$ cat src/rtl/dmem_arbiter.sv
// rtl/dmem_arbiter.sv - CPU/debug arbiter for the shared data memory
module dmem_arbiter #(
    parameter int ADDR_W       = 4,
    parameter int DATA_W       = 4,
    parameter int DBG_PRIORITY = 0
) (
    input  logic              clk,
    input  logic              reset,
    input  logic              cpu_req,
    input  logic              cpu_we,
    input  logic [ADDR_W-1:0] cpu_addr,
    input  logic [DATA_W-1:0] cpu_wdata,
    output logic              cpu_gnt,
    output logic              cpu_stall,
    output logic              cpu_rvalid,
    output logic [DATA_W-1:0] cpu_rdata,
    input  logic              dbg_req,
    input  logic              dbg_we,
    input  logic [ADDR_W-1:0] dbg_addr,
    input  logic [DATA_W-1:0] dbg_wdata,
    input  logic              dbg_lock,
    output logic              dbg_gnt,
    output logic              dbg_rvalid,
    output logic [DATA_W-1:0] dbg_rdata,
    output logic              mem_we,
    output logic [ADDR_W-1:0] mem_addr,
    output logic [DATA_W-1:0] mem_wdata,
    input  logic [DATA_W-1:0] mem_rdata
);

    localparam logic OWN_CPU = 1'b0;
    localparam logic OWN_DBG = 1'b1;

    logic              last_winner;
    logic              stage_valid;
    logic              stage_owner;
    logic              stage_we;
    logic [ADDR_W-1:0] stage_addr;
    logic [DATA_W-1:0] stage_wdata;
    logic              cpu_ok;
    logic              stage_load;

    // The lock only masks the CPU; debug still competes normally.
    always_comb begin
        cpu_gnt = 1'b0;
        dbg_gnt = 1'b0;
        cpu_ok  = cpu_req & ~dbg_lock;
        if (!reset) begin
            if (cpu_ok && dbg_req) begin
                if (DBG_PRIORITY != 0 || last_winner == OWN_CPU)
                    dbg_gnt = 1'b1;
                else
                    cpu_gnt = 1'b1;
            end else begin
                cpu_gnt = cpu_ok;
                dbg_gnt = dbg_req;
            end
        end
    end

    assign cpu_stall  = cpu_req & ~cpu_gnt & ~reset;
    assign stage_load = stage_valid & ~stage_we;

    always_ff @(posedge clk) begin
        if (reset) begin
            last_winner <= OWN_DBG;
            stage_valid <= 1'b0;
            stage_owner <= OWN_CPU;
            stage_we    <= 1'b0;
            stage_addr  <= '0;
            stage_wdata <= '0;
            cpu_rvalid  <= 1'b0;
            dbg_rvalid  <= 1'b0;
            cpu_rdata   <= '0;
            dbg_rdata   <= '0;
        end else begin
            stage_valid <= cpu_gnt | dbg_gnt;
            if (cpu_gnt || dbg_gnt) begin
                last_winner <= dbg_gnt;
                stage_owner <= dbg_gnt;
                stage_we    <= dbg_gnt ? dbg_we    : cpu_we;
                stage_addr  <= dbg_gnt ? dbg_addr  : cpu_addr;
                stage_wdata <= dbg_gnt ? dbg_wdata : cpu_wdata;
            end
            cpu_rvalid <= stage_load & (stage_owner == OWN_CPU);
            dbg_rvalid <= stage_load & (stage_owner == OWN_DBG);
            if (stage_load && stage_owner == OWN_CPU)
                cpu_rdata <= mem_rdata;
            if (stage_load && stage_owner == OWN_DBG)
                dbg_rdata <= mem_rdata;
        end
    end

    // Gated by reset so an in-flight store is dropped when reset lands mid-access.
    assign mem_we    = stage_valid & stage_we & ~reset;
    assign mem_addr  = stage_addr;
    assign mem_wdata = stage_wdata;

endmodule

$ cat config.mk
export PLATFORM = sky130hd
export DESIGN_NAME = dmem_arbiter
export DESIGN_NICKNAME = d
export VERILOG_FILES = /design/src/rtl/dmem_arbiter.sv
export SDC_FILE = /design/constraint.sdc
export NUM_CORES = 1
export LEC_CHECK = 0
export BUFFER_PORTS_ARGS = -buffer_cell sky130_fd_sc_hd__buf_4
export CAP_MARGIN = 20
export CORE_ASPECT_RATIO = 0.8
export CORE_MARGIN = 1.5
export CORE_UTILIZATION = 35
export CTS_CLUSTER_SIZE = 30
export DETAILED_ROUTE_END_ITERATION = 16
export PLACE_DENSITY = 0.67
export RECOVER_POWER = 50
export SYNTH_ARGS = -nofsm -noshare
export SYNTH_HDL_FRONTEND = slang
export SYNTH_SLANG_ARGS = --single-unit
$ cat constraint.sdc
create_clock -name clk -period 1.2 [get_ports clk]
set_clock_uncertainty 0.15 [all_clocks]
set_input_delay 0.06 -clock clk [delete_from_list [all_inputs] [get_ports clk]]
set_output_delay 0.06 -clock clk [all_outputs]
set_load 0.03 [all_outputs]
# After elaboration in Yosys (flattened, before gate mapping)
# Cells that the tools add are included.
# op_classes
eq_ne,0
reduce_logical,4
magnitude_cmp,0
bitwise_logic,14
n_shift,0
n_addsub,0
mux,9
multipliers,0
div,0
# op_table
op,n
1-bit AND,8
4-bit 2-to-1 mux,2
1-bit 2-to-1 mux,7
1-bit NOT,5
1-bit logical AND,3
1-bit logical OR,1
1-bit bitwise OR,1
# totals
ram_bits,0
latch_bits,0
romBits,0
ff_bits,22
out_inout_bits,22
inputBits,27
n_memories,0

# Logic depth before layout (Yosys ltp)
# logic_depth
ltp_word,8
depth_mapped,6
ltp_nobuf,5

# Worst setup path before layout
# No wires, ideal clock.
# synth_timing
path_kind,reg-to-reg
start,reg last_winner
end,reg stage_addr[2] (netlist: mem_addr[2])
setup_slack_ns,-0.183
path_stages_with_launch,5
setup_ns,0.133
path_buffers,0
arrival_ns,1.099
cell_sequence,dfxtp_1 nor2b_4 nor3_4 mux2i_1 a211oi_1
# synth_between
elab_chain_cells,4
word_cells_on_any_way,8
# synth_lines
item,line_no,rtl
"start, declared",34,logic last_winner;
"start signal, assigned",79,last_winner <= dbg_gnt;
1-bit 2-to-1 mux,50,if (DBG_PRIORITY != 0 || last_winner == OWN_CPU)
1-bit 2-to-1 mux,49,if (cpu_ok && dbg_req) begin
1-bit 2-to-1 mux,48,if (!reset) begin
via cpu_gnt,13,"output logic cpu_gnt,"
1-bit logical OR,78,if (cpu_gnt || dbg_gnt) begin
"end signal, assigned",82,stage_addr <= dbg_gnt ? dbg_addr : cpu_addr;
"end, declared",38,logic [ADDR_W-1:0] stage_addr;
# The timed path passes the listed nets, and every way through them passes these cells.
# A chain may end at the register's enable or synchronous reset.

# Final worst setup path
# layout_timing
start,reg last_winner
end,out cpu_stall
# layout_between
elab_chain_cells,6
# layout_lines
item,line_no,rtl
1-bit 2-to-1 mux,50,
1-bit 2-to-1 mux,49,
1-bit 2-to-1 mux,48,
1-bit NOT,61,assign cpu_stall = cpu_req & ~cpu_gnt & ~reset;
1-bit AND (2 in a row),61,
"end, declared",14,"output logic cpu_stall,"
# Every way passes these cells.

==> impl_metrics.ini <==
[cells_and_area]
fillers = 188
multi_input_area_um2 = 517
finish.net_count = 202
final_core_util_pct = 71.6
antenna_cells = 0
area_growth_pct = 92.8
final_layout_size_suffix_gt1_share_pct = 47.7
finalNonFillerCells = 210
seqCellArea_um2 = 442
fin_area_mm2 = 0.00178

[sta]
setup_viol = 21
hold_viol_final = 6
worst_slack_ps = -218
holdWs_ps = -177
finalCriticalPeriod_ps = 1420
worst_pin_slew_ps = 336
relSlewSlack_pct = 77.5
drv_slew = 0
fin_crit_sh_pct = 118
clock.fmax_mhz = 705
rsz0062_at_grt = true

[die]
rows = 16
io_pins = 49
core_area_mm2 = 0.00248
die_w_um = 60.4
start_util_pct = 37.1
fp.dieH_um = 48.9
die_area_mm2 = 0.00295

[outcome]
status = complete, but fails checks
violations = hold timing, setup timing

[clock_network]
clockBufferDepth = 2
htreeDepth = 1
clockRootBuffer = clkbuf_4
cts_inserted_buffers = 3
path_clk_slew_ps = 120
cts_sinks = 22
clock_latency_ps = 310
cts_tree = built

[yosys]
yosys.area.top_type_share_pct = 47.8
yosysSeqAreaShare_pct = 47.8
synthTopCellsByCount = dfxtp_1, mux2i_1, nor2_1
synthesis.area_um2 = 922
syn-num-nets = 117
synth.largest_area_cell = dfxtp_1
yosys_warnings = 0
synthCells = 90
syn_avg_cell_area_um2 = 10.2
synth_area_leaders = dfxtp_1, mux2i_1, nor2_1
synth-seq-cells = 22
synth_edf_count = 0
ys_types = 24
ys.flop_type = dfxtp_1
synth_most_common_cell = dfxtp_1
async_flop_share_pct = 0

[route]
route.vias.total = 927
finalWirelength_mm = 2.60
drcViolationCount = 0
first_pass_iters = 4
antenna_left = 0
avgViaCountPerCell = 4.41
wl_per_cell_um = 12.4
drt_iter0_drc = 20

[global_route]
grtUsageTotal_pct = 19.3
grt_pass1_vias = 958
grt_pass1_wl_mm = 4.32
antenna_found_initial = 0
grt_start_max_net_pins = 14
grt-ovfl-total = 0

[place]
hpwlAfterDp_mm = 1.69
dp.cells = 179
place.gp.congestion = 0.727
io_buffers = 48
placed_cell_area_mm2 = 0.00140

[setup_path]
cp_max_fo = 3
cp-start-kind = flop
arrival_ps = 1210
cp.required_ps = 990
crit_type = flop to output pin
end_kind = output pin

[power_and_ir_drop]
p_per_area_mw_per_mm2 = 1050
ir_worst_vdd_mv = 0.576
leakage_nw = 0.854

[flow_run]
cap_violations = 0

[worst_hold_path]
min_path_type = primary input to flop
-- worst paths after layout --
path	from	to	slack [ps]	cells past startpoint
max	last_winner	cpu_stall	-220	4
min	reset	mem_addr[2]	-180	2
max reg2reg	last_winner	mem_addr[3]	-190	5
min reg2reg	mem_addr[1]	mem_addr[1]	310	2
-- logic make-up after synthesis --
logic type      share of synthesized area (%)
buf+inv                                  2.98
compound gates                           8.28
simple gates                             22.5
flops                                    47.8
mux                                      18.5
-- final cells by class --
type                            instances  area share (%)
Tap cell                               36            2.53
Inverter                                3            1.06
Clock buffer                            3            1.27
Clock inverter                          1            1.69
Sequential cell                        22            24.8
Timing Repair Buffer                   83            39.5
Multi-Input combinational cell         62            29.1
-- repair_timing --
action                                  CTS  global route
hold endpoints to repair                 21             5
endpoints found under the setup margin   17            21
gates resized for setup                  12            10
hold buffers                             20             1
gates cloned                              1             0
pin swaps                                 5             5
setup buffers                             3             2
-- worst max-delay path, cell delays in order, from the launching register on --
cell	delay (ps)
dfxtp_2	360
nor2b_4	160
nor2_2	50
nor3b_2	140
buf_4	180
-- state kept, by name (all words and copies together) (netlist names) --
name,flops
last_winner,1
cpu_rdata,4
mem_addr,4
dbg_rdata,4
dbg_rvalid,1
stage_we,1
stage_valid,1
stage_owner,1
cpu_rvalid,1
mem_wdata,4
-- per-layer routing --
layer | up-vias | part of all wire, % | track usage (%)
met4 | 0 | 1.3 | 4.44
met3 | 5 | 4.0 | 5.04
met2 | 25 | 52 | 33.5
li1 | 478 | - | -
met5 | - | 0 | 0
met1 | 419 | 42 | 23.4
-- placed cells by master, fill, tap and decap left out, types with 2 or more instances in the layout --
cell and instances:
a211oi_2 2, dlygate4sd3_1 21, buf_4 43, nand3b_1 2, nor3b_2 2, nor2_4 2
mux2i_1 16, inv_1 2, nor2_1 12, o21ai_1 5, nand2_1 5, buf_6 7
clkbuf_4 3, dfxtp_1 21, clkbuf_2 9
-- power breakdown --
group          switching [mW]  internal [mW]  leakage [nW]
Sequential             0.0287          0.776         0.180
Clock                   0.234          0.338        0.0279
Combinational           0.232          0.264         0.646
Total                   0.495           1.38         0.854
-- per-stage QoR --
stage	setup slack, ps	power, mW	setup TNS (ps)
2_1_floorplan	-144	1.03	-617
3_3_place_gp	-38.5	1.20	-208
3_5_place_dp	-101	1.21	-589
4_1_cts	-227	1.87	-2300
5_1_grt	-275	1.95	-3530
6_report	-218	1.87	-2440
Power figures use the tool's default switching activity.
